$ cat src/rtl/scr1_dap_chain_ctrl.sv
// SysCLK-side DAP scan-chain controller: owns the chain shift register,
// drives TDO and sequences debug register reads/writes over req/ack.
module scr1_dap_chain_ctrl #(
  parameter int DATA_W  = 32,
  parameter int CH_ID_W = 2
) (
  input  logic               clk,
  input  logic               rst_n,
  input  logic               dap_ch_sel_core,
  input  logic [CH_ID_W-1:0] dap_ch_id_core,
  input  logic               dap_ch_capture_core,
  input  logic               dap_ch_shift_core,
  input  logic               dap_ch_update_core,
  input  logic               dap_ch_tdi_core,
  output logic               dap_ch_tdo_core,
  output logic               reg_req,
  output logic               reg_we,
  output logic [CH_ID_W-1:0] reg_addr,
  output logic [DATA_W-1:0]  reg_wdata,
  input  logic               reg_ack,
  input  logic [DATA_W-1:0]  reg_rdata,
  input  logic               reg_err,
  output logic               busy
);

  typedef enum logic [1:0] {ST_IDLE = 2'b00, ST_RD = 2'b01, ST_WR = 2'b10} state_t;

  state_t              r_state, w_state_nxt;
  logic [DATA_W+1:0]   r_sr, w_sr_nxt;     // [0]=busy, [1]=sticky err, [DATA_W+1:2]=data
  logic                r_err, w_err_nxt;
  logic                r_ovr, w_ovr_nxt;   // shift seen during the current read
  logic                r_req, w_req_nxt;
  logic                r_we, w_we_nxt;
  logic [CH_ID_W-1:0]  r_addr, w_addr_nxt;
  logic [DATA_W-1:0]   r_wdata, w_wdata_nxt;
  logic                w_cap, w_upd, w_shf, w_ack;

  // Strobe gating and priority: capture > update > shift, all masked when deselected.
  assign w_cap = dap_ch_sel_core & dap_ch_capture_core;
  assign w_upd = dap_ch_sel_core & dap_ch_update_core & ~dap_ch_capture_core;
  assign w_shf = dap_ch_sel_core & dap_ch_shift_core & ~dap_ch_capture_core & ~dap_ch_update_core;
  assign w_ack = reg_ack & r_req;

  // Next-state logic; strobes are judged against the pre-ack state.
  always_comb begin
    w_state_nxt = r_state;
    w_sr_nxt    = r_sr;
    w_err_nxt   = r_err;
    w_ovr_nxt   = r_ovr;
    w_we_nxt    = r_we;
    w_addr_nxt  = r_addr;
    w_wdata_nxt = r_wdata;
    case (r_state)
      ST_IDLE: begin
        if (w_cap) begin
          w_sr_nxt    = {{DATA_W{1'b0}}, r_err, 1'b1};
          w_addr_nxt  = dap_ch_id_core;
          w_we_nxt    = 1'b0;
          w_ovr_nxt   = 1'b0;
          w_state_nxt = ST_RD;
        end else if (w_upd) begin
          if (r_sr[1]) begin
            w_err_nxt = 1'b0;            // clear command
          end else begin
            w_wdata_nxt = r_sr[DATA_W+1:2];
            w_addr_nxt  = dap_ch_id_core;
            w_we_nxt    = 1'b1;
            w_state_nxt = ST_WR;
          end
        end else if (w_shf) begin
          w_sr_nxt = {dap_ch_tdi_core, r_sr[DATA_W+1:1]};
        end
      end
      default: begin
        if (w_ack) begin
          w_state_nxt = ST_IDLE;
          if (r_state == ST_RD) begin
            // A shift in the ack cycle also counts as an overrun.
            if (!r_ovr && !w_shf)
              w_sr_nxt = {reg_rdata, r_err | reg_err, 1'b0};
            w_err_nxt = r_err | reg_err | r_ovr | w_shf;
          end else begin
            w_err_nxt = r_err | reg_err;
          end
        end
        if (w_cap) begin
          w_sr_nxt = {{DATA_W{1'b0}}, r_err, 1'b1};
        end else if (w_upd) begin
          w_err_nxt = 1'b1;              // update collided with a busy transaction
        end else if (w_shf) begin
          w_sr_nxt = {dap_ch_tdi_core, r_sr[DATA_W+1:1]};
          if (r_state == ST_RD) w_ovr_nxt = 1'b1;
        end
      end
    endcase
    w_req_nxt = (w_state_nxt != ST_IDLE);
  end

  // State and datapath registers.
  always_ff @(posedge clk or negedge rst_n) begin
    if (!rst_n) begin
      r_state <= ST_IDLE;
      r_sr    <= '0;
      r_err   <= 1'b0;
      r_ovr   <= 1'b0;
      r_req   <= 1'b0;
      r_we    <= 1'b0;
      r_addr  <= '0;
      r_wdata <= '0;
    end else begin
      r_state <= w_state_nxt;
      r_sr    <= w_sr_nxt;
      r_err   <= w_err_nxt;
      r_ovr   <= w_ovr_nxt;
      r_req   <= w_req_nxt;
      r_we    <= w_we_nxt;
      r_addr  <= w_addr_nxt;
      r_wdata <= w_wdata_nxt;
    end
  end

  assign dap_ch_tdo_core = dap_ch_sel_core & r_sr[0];
  assign reg_req         = r_req;
  assign reg_we          = r_we;
  assign reg_addr        = r_addr;
  assign reg_wdata       = r_wdata;
  assign busy            = (r_state != ST_IDLE);

endmodule

$ cat config.mk
export PLATFORM = sky130hd
export DESIGN_NAME = scr1_dap_chain_ctrl
export DESIGN_NICKNAME = d
export VERILOG_FILES = /design/src/rtl/scr1_dap_chain_ctrl.sv
export SDC_FILE = /design/constraint.sdc
export NUM_CORES = 1
export LEC_CHECK = 0
export ABC_AREA = 1
export BUFFER_PORTS_ARGS = -buffer_cell sky130_fd_sc_hd__buf_4
export CAP_MARGIN = 20
export CORE_ASPECT_RATIO = 2
export CORE_MARGIN = 1.5
export CORE_UTILIZATION = 49
export DETAILED_ROUTE_END_ITERATION = 6
export PLACE_DENSITY = 0.76
export SETUP_SLACK_MARGIN = 0.02
export SYNTH_ARGS = -nofsm -noshare
export SYNTH_HDL_FRONTEND = slang
export SYNTH_SLANG_ARGS = --single-unit
$ cat constraint.sdc
create_clock -name clk -period 1.5 [get_ports clk]
set_input_delay 0.15 -clock clk [delete_from_list [all_inputs] [get_ports clk]]
set_output_delay 0.15 -clock clk [all_outputs]
set_load 0.03 [all_outputs]
Yosys cells after proc, flatten, opt, wreduce, memory -nomap -nowiden:

Cells that the tools add are included.

* bits in registers: 74
* bits of input ports: 43
* output and inout bits: 38
* logic and storage cells: 82

* eq/ne operators: 10
* muxes and demuxes: 35
* bitwise gates (word level): 15
* reduce and logical (&&, ||, !) cells: 14

Operator list (number)
* $mux W34: 10
* $mux W1: 17
* $mux W2: 8
* $ne A2 B2 Y1 const B: 5
* $reduce_bool A2 Y1: 5
* $and A1 B1 Y1: 8
* $ne A3 B3 Y1 const B: 2
* $reduce_and A3 Y1: 2
* $reduce_and A5 Y1: 1
* $ne A2 B1 Y1 const B: 2
* $not A1 Y1: 4
* $reduce_and A4 Y1: 1
* $or A1 B1 Y1: 3
* $eq A2 B1 Y1 const B: 1
* $logic_not A1 Y1: 2
* $logic_not A2 Y1: 1
* $reduce_and A2 Y1: 1
* $logic_and A1 B1 Y1: 1

Longest topological paths before layout:

Gate-level depths: netlist of the first run.

* depth in word-level cells: 12
* gate-level depth with buffers: 10
* gate-level depth less buffers: 10

Least setup slack after synthesis of the first run:

OpenSTA, ideal clock, no wires.

* kind: reg2reg
* from: register r_state[0]
* to: register r_ovr
* arrival: 1.391 ns
* setup slack: -0.019 ns
* stages on the path, launching flop included: 7
* buffers on the path: 1
* cells stage by stage: dfrtp_1 nor2_2 buf_2 ha_1 o21bai_1 nand2_1 o21ai_0

* cells in the longest elaborated chain, start to end: 3
* elaborated cells between the ends (all ways): 7
* those cells by class: eq/ne: 3; mux: 1; reduce/logical: 3

RTL lines
* from (decl): RTL line 28 `state_t r_state, w_state_nxt;`
* from (signal assigned): RTL line 111 `r_state <= w_state_nxt;`
* $logic_not A2 Y1 or $eq A2 B1 Y1 (tied branches): RTL line 53, 92
* $ne A2 B1 Y1 (no source line), or another cell as far along
* $reduce_and A5 Y1 (no source line)
* to (signal assigned): RTL line 114 `r_ovr <= w_ovr_nxt;`
* to (decl): RTL line 31 `logic r_ovr, w_ovr_nxt;`

Parallel ways exist; a longest one is shown, timed or not.
A chain may end at the register's enable or synchronous reset.

Worst setup path in the final report of the first run:

* from: register r_state[1]
* to: register r_ovr

The elaborated chain is that of the path after synthesis.

==> results.json, run 1 <==
{
  "outcome": "complete, no violations",
  "cts_sinks": 74,
  "drc": 0,
  "synthesis.area_mm2": 0.00358,
  "slew_headroom_pct": 69.3,
  "avgViaCountPerCell": 5.07,
  "crit_path_max_fanout": 6,
  "fmax_mhz": 686,
  "die_area_mm2": 0.00786,
  "ys_warn_count": 0,
  "fin_area_mm2": 0.00475,
  "critPathArrivalTime_ns": 1.67,
  "cts_tree": "done",
  "clk_latency_ns": 0.33,
  "num-fill-cells": 604,
  "wl_per_cell_um": 13.8,
  "clockBufferDepth": 2,
  "initialDrtViolationCount": 192,
  "grt_util_all_layers_pct": 23.3,
  "reg2reg_depth": 7,
  "total_leakage_power_nw": 2.60,
  "antenna_found_initial": 0,
  "syn_avg_cell_area_um2": 7.94,
  "yosysUniqueCellTypes": 27,
  "synthCells": 451,
  "finalNetCount": 585,
  "worstPathRequired_ns": 1.71,
  "fin_skew_ns": 0.00585,
  "hold_class": "input port to register",
  "synth.net_count": 495,
  "power_mw": 9.31,
  "yosysSeqAreaShare_pct": 51.7,
  "grt_pass1_vias": 3100,
  "cts_root_buf": "clkbuf_16",
  "vias": 3222,
  "start_util_pct": 51.2,
  "irDropWorstVdd_v": 0.00119,
  "dp_hpwl_mm": 6.16,
  "max_slew.worst_pin.slew_ns": 0.460,
  "io_buffers": 80,
  "timing.final.crit_share_pct": 97.2,
  "area_growth_pct": 32.7,
  "grt_setup_unrepaired": "yes",
  "drv_slew": 0,
  "critPathKind": "register to register",
  "drt_wl_total_mm": 8.77,
  "antennaDiodeCount": 0,
  "cts_made_buffers": 9,
  "core_area_mm2": 0.00699,
  "die_height_um": 124,
  "final_cells": 635,
  "p_per_area_mw_per_mm2": 1960,
  "die_width_um": 63.4,
  "antenna_left": 0,
  "dpl_cell_area_mm2": 0.00439,
  "hold_viol_final": 0,
  "crit_path_end_kind": "register",
  "top_level_ports": 81,
  "grt_max_degree": 40,
  "whs_ns": 0.0641,
  "startpoint_type": "register",
  "firstDrtPassIters": 5,
  "gp_congestion": 0.800,
  "setup_viol": 0,
  "overflow": 0,
  "num_rows": 43,
  "ys_ff_latch": 74,
  "clkTransAtPathRegs_ns": 0.05,
  "dpl.cell_count": 617,
  "drive_above_1_share_pct": 26.6,
  "grt_pass1_wl_mm": 14.1,
  "max_cap_violations": 0,
  "holdPathStages": 3,
  "finalCriticalPeriod_ns": 1.46,
  "h-tree-depth": 3
}
-- cell families (layout without fill, tap and decap cells) --
logic type / count (synthesis) / in the layout / synth area share, %
DFF: 74 / 74 / 51.7
adders and majority gates: 1 / 1 / 0.349
and+or+nand+nor: 221 / 221 / 26.4
AOI/OAI and AO/OA: 57 / 57 / 9.54
buffers and inverters: 98 / 192 / 12.0
-- worst paths after layout --
| path | slack (ns) | end | startpoint |
|---|---|---|---|
| worst max register to register | 0.04 | r_ovr | r_state[1] |
| worst min register to register | 0.48 | reg_wdata[24] | reg_wdata[24] |
| worst min-delay path | 0.06 | reg_addr[1] | dap_ch_id_core[1] |
| min in group asynchronous | 0.31 | reg_wdata[9] | rst_n |
| max in group asynchronous | 0.62 | r_sr[30] | rst_n |
| worst max-delay path | 0.04 | r_ovr | r_state[1] |
-- registers in the layout, indices dropped and copies added (netlist names) --
name and cells:
reg_addr 2, reg_wdata 32, r_ovr 1, r_state 2, r_err 1, reg_req 1
reg_we 1, r_sr 34
-- power breakdown --
part	internal, mW	switching, mW
clock network	1.29	0.757
logic	1.58	2.50
registers	2.75	0.442
total	5.62	3.70
-- metrics by stage --
step           worst slack, ns  utilization [%]  TNS (ns)
2_1_floorplan           0.0675                -         0
3_3_place_gp            0.0630             62.7         0
3_5_place_dp            0.0142             62.7         0
4_1_cts                 0.0354             67.2         0
5_1_grt               -0.00229             67.9  -0.00397
6_report                0.0424             67.9         0
-- placed cells by master, fill, tap and decap left out --
cell type / synthesis / routed
o21ai_0: 14 / 13
nand3_2: 2 / 1
a21oi_1: 9 / 9
nand2_4: 0 / 1
buf_4: 3 / 91
clkinvlp_4: 0 / 1
buf_12: 0 / 7
o21ai_2: 13 / 14
dlygate4sd3_1: 0 / 1
o211ai_1: 1 / 1
inv_1: 71 / 71
nand2_1: 146 / 146
o31ai_1: 1 / 1
nand3_1: 51 / 51
nand2_2: 2 / 1
clkbuf_8: 0 / 4
buf_6: 5 / 4
inv_4: 0 / 1
nor2_4: 1 / 3
dfrtp_2: 0 / 1
nor3_2: 0 / 1
nand4_1: 1 / 1
inv_2: 2 / 1
nor2_1: 4 / 4
clkbuf_1: 4 / 1
o21ai_1: 18 / 18
nand3_4: 0 / 1
clkbuf_16: 0 / 9
o21bai_2: 0 / 1
ha_1: 1 / 1
nor3_1: 9 / 8
clkinv_1: 1 / 1
dfrtp_1: 74 / 73
or2_2: 3 / 3
-- worst max-delay path, stage by stage (launching register included) --
cell and delay (ns):
dfrtp_1 0.37, buf_4 0.15, nor2_4 0.12, buf_6 0.14, ha_1 0.21, o21bai_2 0.20, nand2_1 0.08, o21ai_2 0.06
-- repair_timing --
item / 4_1_cts / 5_1_grt
hold buffers: 1 / 0
pin swaps: 1 / 3
setup buffers: 2 / 0
endpoints found under the hold margin: 35 / 0
endpoints found under the setup margin: 1 / 60
gates resized for setup: 0 / 12
-- final cells by class --
cell class | count | area, µm² | share of cell area, %
clock buffer | 14 | 284 | 5.98
clock inverter | 1 | 7.51 | 0.158
inverter | 74 | 280 | 5.90
multi-input combinational | 279 | 1330 | 28.1
sequential | 74 | 1850 | 39.0
tap | 90 | 113 | 2.37
timing repair buffer | 103 | 878 | 18.5
-- synthesized netlist by cell type --
cell type    n  area (µm²)
o31ai_1      1        7.51
buf_2       10        50.1
buf_4        3        22.5
a21oi_1      9        45.0
nand4_1      1        6.26
clkinv_1     1        3.75
clkbuf_1     4        15.0
dfrtp_1     74        1850
o21bai_1     1        7.51
buf_1        2        7.51
nor3_1       9        45.0
nor2_1       4        15.0
inv_1       71         267
nand3_1     51         255
nand2_2      2        12.5
nand3_2      2        20.0
o211ai_1     1        7.51
nand2_1    146         548
o21ai_0     14        70.1
o21ai_1     18        90.1
or2_2        3        18.8
nor2_4       1        11.3
ha_1         1        12.5
inv_2        2        7.51
o21ai_2     13         114
nor2_2       2        12.5
buf_6        5        56.3
-- layer usage --
layer	share of wire, %	vias up	wire length (µm)	global-route usage, %
met5	0	-	0	0
met4	2.7	0	239	14.1
met3	4.2	18	371	3.70
met2	55	109	4850	41.1
met1	38	1521	3310	26.3
li1	-	1574	-	-
(Power assumes the default switching activity.)
==> run 2, diff against run 1 <==
--- a/config.mk
+++ b/config.mk
@@ -10,9 +10,9 @@
 export CAP_MARGIN = 20
 export CORE_ASPECT_RATIO = 2
 export CORE_MARGIN = 1.5
-export CORE_UTILIZATION = 49
+export CORE_UTILIZATION = 56
 export DETAILED_ROUTE_END_ITERATION = 6
-export PLACE_DENSITY = 0.76
+export PLACE_DENSITY = 0.82
 export SETUP_SLACK_MARGIN = 0.02
 export SYNTH_ARGS = -nofsm -noshare
 export SYNTH_HDL_FRONTEND = slang
==> constraint.sdc (replaced) <==
create_clock -name clk -period 1.7 [get_ports clk]
set_input_delay 0.17 -clock clk [delete_from_list [all_inputs] [get_ports clk]]
set_output_delay 0.17 -clock clk [all_outputs]
set_load 0.03 [all_outputs]
==> run 2 against run 1 <==
Net effect: final area decreased by 3.1%; global-route usage increased by 4.3 points; sequential cell count unchanged; worst hold slack improved by 0.0045 ns; register-to-register slack improved by 0.18 ns; highest routed layer unchanged; die area decreased by 12%; clock-buffer cell count decreased by 1; sequential power decreased by 12%; wire length decreased by 0.72%; utilization increased by 5.7 points; via count increased by 0.22%.
==> results.json, run 2 (synthesis results as in run 1) <==
{
  "cts_sinks": 74,
  "reg2reg_from": "r_state[1]",
  "finalNetCount": 583,
  "final_core_util_pct": 73.6,
  "grt_setup_unrepaired": "no",
  "start_util_pct": 57.2,
  "reg2reg_slack_ns": 0.22,
  "reg2reg_depth": 10,
  "core_area_mm2": 0.00626,
  "r2r-end": "r_sr[18]",
  "internal_power_mw": 4.70,
  "p_per_area_mw_per_mm2": 1710,
  "critPathArrivalTime_ns": 1.39,
  "clkTransAtPathRegs_ns": 0.05,
  "io_buffers": 80,
  "fin_area_mm2": 0.00460,
  "top_level_ports": 81,
  "dp_hpwl_mm": 6.18,
  "cts_root_buf": "clkbuf_16",
  "cp-startpoint": "r_state[0]",
  "endpoint": "busy",
  "final_cells": 630,
  "seq_power_share_pct": 35.7,
  "antennaDiodeCount": 0,
  "die_area_mm2": 0.00691,
  "irDropWorstVdd_v": 0.000954,
  "largest_register_ffs": 34,
  "dpl.cell_count": 613,
  "cts_tree": "done",
  "mostFrequentLayoutCell": "nand2_1",
  "regMostFlops": "r_sr",
  "area_growth_pct": 28.6,
  "worstPathRequired_ns": 1.53,
  "avgViaCountPerCell": 5.13,
  "fmax_mhz": 640,
  "grt_pass1_wl_mm": 14.5,
  "grt_util_all_layers_pct": 27.6,
  "antenna_left": 0,
  "firstDrtPassIters": 4,
  "vias": 3229,
  "power_frac_comb_pct": 42.9,
  "pre_cts_slack_ns": 0.175,
  "timing.final.crit_share_pct": 91.9,
  "hold_class": "input port to register",
  "num_rows": 41,
  "max_cap_violations": 0,
  "multiInputGateArea_mm2": 0.00130,
  "critPathKind": "register to output port",
  "grt_pass1_vias": 3246,
  "startpoint_type": "register",
  "outcome": "complete, no violations",
  "fin_skew_ns": 0.00448,
  "drt_wl_total_mm": 8.71,
  "clk_latency_ns": 0.34,
  "cts_made_buffers": 9,
  "crit_path_end_kind": "output port",
  "antenna_found_initial": 0,
  "post-cts-setup-buffers": 0,
  "dpl_cell_area_mm2": 0.00432,
  "num-fill-cells": 521,
  "grt_max_degree": 37,
  "clockBufferDepth": 2,
  "power.share.clock_pct": 21.4,
  "gp_congestion": 0.857,
  "wl_per_cell_um": 13.8,
  "die_height_um": 116,
  "setup_tns_ns": 0,
  "hold_viol_final": 0,
  "slew_headroom_pct": 66.9,
  "finalCriticalPeriod_ns": 1.56,
  "setup_viol": 0,
  "crit_path_max_fanout": 8,
  "overflow": 0,
  "layout_common_cells": "nand2_1 (146), buf_4 (97), dfrtp_1 (74), inv_1 (71), nand3_1 (51)",
  "max_slew.worst_pin.slew_ns": 0.496,
  "total_leakage_power_nw": 2.55,
  "switching_share_pct": 40.4,
  "initialDrtViolationCount": 199,
  "drc": 0,
  "whs_ns": 0.0687,
  "drv_slew": 0,
  "setup_ws_ns": 0.138,
  "p_switching_mw": 3.18,
  "power_mw": 7.89,
  "drive_above_1_share_pct": 25.4,
  "die_width_um": 59.5,
  "h-tree-depth": 3,
  "regArea_mm2": 0.00185
}
==> run 2: layout make-up <==
cell class / count / area share (%)
Multi-Input combinational cell: 279 / 28.3
Clock buffer: 13 / 5.43
Inverter: 74 / 6.03
Sequential cell: 74 / 40.2
Clock inverter: 3 / 0.326
Timing Repair Buffer: 101 / 17.3
Tap cell: 86 / 2.34
==> run 2: how the worst min path moves through the flow <==
stage	depth (start not counted)	end	slack (ns)	startpoint
2_1_floorplan	0	r_err	-0.13	rst_n
3_3_place_gp	1	reg_wdata[12]	0.16	rst_n
3_5_place_dp	1	reg_wdata[12]	0.16	rst_n
4_1_cts	3	reg_addr[0]	0.07	dap_ch_id_core[0]
5_1_grt	3	reg_addr[1]	0.08	dap_ch_id_core[1]
6_report	3	reg_addr[0]	0.07	dap_ch_id_core[0]
==> run 2: timing repair <==
item                                    in CTS  in global routing
hold buffers                                 1                  0
gates resized for setup                      1                  0
endpoints found under the hold margin       34                  0
endpoints found under the setup margin       1                  0
==> run 2: power groups by stage <==
stage	Combinational (mW)	Sequential [mW]	Clock (mW)
floorplan	1.55	3.44	0
global placement	3.27	2.79	0
detailed placement	3.38	2.82	0
CTS	3.41	2.81	1.72
global route	3.75	2.88	1.78
finish	3.38	2.81	1.69
==> run 2: routing by layer <==
| layer | global-route usage [%] | up-vias | wire length, µm |
|---|---|---|---|
| li1 | - | 1575 | - |
| met1 | 32.2 | 1546 | 3340 |
| met2 | 47.2 | 89 | 4770 |
| met3 | 6.03 | 19 | 386 |
| met4 | 12.9 | 0 | 202 |
| met5 | 0 | - | 0 |
==> run 2: critical path, stage by stage, from the launching register on <==
cell and delay [ns]:
dfrtp_1 0.42, nor2_4 0.24, buf_4 0.18, inv_1 0.05, buf_4 0.16
==> run 3, diff against run 2 <==
--- a/config.mk
+++ b/config.mk
@@ -12,6 +12,7 @@
 export CORE_MARGIN = 1.5
 export CORE_UTILIZATION = 56
 export DETAILED_ROUTE_END_ITERATION = 6
+export GPL_TIMING_DRIVEN = 0
 export PLACE_DENSITY = 0.82
 export SETUP_SLACK_MARGIN = 0.02
 export SYNTH_ARGS = -nofsm -noshare
==> constraint.sdc (replaced) <==
create_clock -name clk -period 1.93 [get_ports clk]
set_input_delay 0.193 -clock clk [delete_from_list [all_inputs] [get_ports clk]]
set_output_delay 0.193 -clock clk [all_outputs]
set_load 0.03 [all_outputs]
==> run 3 against run 2 <==
Net effect: the flow now finishes with violations (hold timing); first-iteration DRC count down 2.5%; register-to-register slack improved by 0.06 ns; via count decreased by 0.59%; final cell count rose by 0.16%; sequential cell count did not move; combinational power fell by 13%; final area decreased by 1.3%.
==> results.json, run 3 (synthesis results as in run 1) <==
{
  "reg2reg_depth": 6,
  "num_rows": 41,
  "power_frac_comb_pct": 42.7,
  "largest_register_ffs": 34,
  "dpl_cell_area_mm2": 0.00429,
  "crit_path_max_fanout": 10,
  "slew_headroom_pct": 39.1,
  "die_height_um": 116,
  "antenna_found_initial": 0,
  "grt_util_all_layers_pct": 27.6,
  "max_cap_violations": 0,
  "cts_root_buf": "clkbuf_16",
  "antennaDiodeCount": 0,
  "critPathKind": "register to register",
  "die_width_um": 59.5,
  "finalNetCount": 586,
  "power.share.clock_pct": 21.3,
  "die_area_mm2": 0.00691,
  "antenna_left": 0,
  "wl_per_cell_um": 13.7,
  "gp_congestion": 0.854,
  "io_buffers": 80,
  "initialDrtViolationCount": 194,
  "drc": 0,
  "grt_pass1_wl_mm": 14.1,
  "setup_tns_ns": 0,
  "dp_hpwl_mm": 6.16,
  "layout_common_cells": "nand2_1 (146), buf_4 (83), dfrtp_1 (74), inv_1 (71), nand3_1 (51)",
  "cts_tree": "done",
  "cts_repair_resize_count": 0,
  "drv_slew": 0,
  "cts_made_buffers": 9,
  "vias": 3210,
  "violations": "hold timing",
  "grt_max_degree": 75,
  "fin_area_mm2": 0.00455,
  "start_util_pct": 57.2,
  "irDropWorstVdd_v": 0.00100,
  "area_growth_pct": 27.0,
  "core_area_mm2": 0.00626,
  "regMostFlops": "r_sr",
  "clockBufferDepth": 2,
  "overflow": 0,
  "worstPathRequired_ns": 2.14,
  "p_per_area_mw_per_mm2": 1510,
  "firstDrtPassIters": 4,
  "seq_power_share_pct": 36.0,
  "top_level_ports": 81,
  "hold_viol_final": 14,
  "num-fill-cells": 540,
  "setup_viol": 0,
  "hold_class": "input port to asynchronous set/reset pin",
  "drive_above_1_share_pct": 24.4,
  "clkTransAtPathRegs_ns": 0.05,
  "crit_path_end_kind": "register",
  "startpoint_type": "register",
  "power_mw": 6.88,
  "outcome": "finished with violations",
  "cts_sinks": 74,
  "avgViaCountPerCell": 5.09,
  "critPathArrivalTime_ns": 1.85,
  "fmax_mhz": 607,
  "clk_latency_ns": 0.34,
  "grt_pass1_vias": 3131,
  "drt_wl_total_mm": 8.65,
  "whs_ns": -0.00671,
  "total_leakage_power_nw": 2.51,
  "max_slew.worst_pin.slew_ns": 0.913,
  "final_core_util_pct": 72.7,
  "fin_skew_ns": 0.00336,
  "ctsHoldBuffers": 0,
  "post-cts-setup-buffers": 0,
  "grt_setup_unrepaired": "no",
  "mostFrequentLayoutCell": "nand2_1",
  "p_switching_mw": 2.78,
  "timing.final.crit_share_pct": 85.3,
  "h-tree-depth": 3,
  "switching_share_pct": 40.5,
  "internal_power_mw": 4.09,
  "finalCriticalPeriod_ns": 1.65
}
## run 3: cell count changes in the layout (fill, tap and decap cells not counted), sizes merged
cell         change
clkinv           -3
clkbuf           +5
dlygate4sd3      -1
## run 3: worst paths after layout
path	slack [ns]	startpoint	end
hold reg to reg	0.48	reg_we	reg_we
hold / removal	-0.007	rst_n	reg_wdata[12]
setup / recovery	0.28	r_state[0]	r_ovr
min in group clk	0.10	dap_ch_id_core[1]	reg_addr[1]
setup reg to reg	0.28	r_state[0]	r_ovr
max in group asynchronous	1.35	rst_n	reg_wdata[4]
## run 3: per-stage QoR
stage / cells / hold slack [ns] / setup slack, ns
final: 631 / -0.00671 / 0.284
after floorplan: 451 / -0.103 / 0.411
after global routing: 631 / 0.0740 / 0.134
after detailed placement: 617 / 0.385 / 0.176
after global placement: 617 / 0.386 / 0.217
after CTS: 631 / 0.0292 / 0.162
## run 3: critical path: stages, from the launching register on
cell,delay (ns)
dfrtp_1,0.42
nor2_4,0.25
buf_2,0.29
ha_1,0.27
o21bai_1,0.16
nand2_1,0.05
o21ai_0,0.07
## run 3: cell type report
class                           instances  area (µm²)  share of cell area [%]
Multi-Input combinational cell        279        1300                    28.7
Inverter                               74         278                    6.11
Timing Repair Buffer                   80         601                    13.2
Tap cell                               86         108                    2.37
Buffer                                 24         151                    3.33
Clock buffer                           14         254                    5.59
Sequential cell                        74        1850                    40.7
## run 3: metal layers
metal	vias to the layer above	share of wire, %	global-route usage [%]
met5	-	0	0
met4	0	2.9	15.1
met3	19	5.5	5.47
met2	115	54	47.1
met1	1498	38	31.5
li1	1578	-	-
## run 3: power by group through the flow
stage                     Sequential [mW]  Clock (mW)  Combinational (mW)
after floorplan                      3.03           0                1.37
after global placement               2.46           0                2.85
after detailed placement             2.48           0                2.92
after CTS                            2.46        1.48                2.95
after global routing                 2.53        1.53                3.27
final                                2.47        1.46                2.94
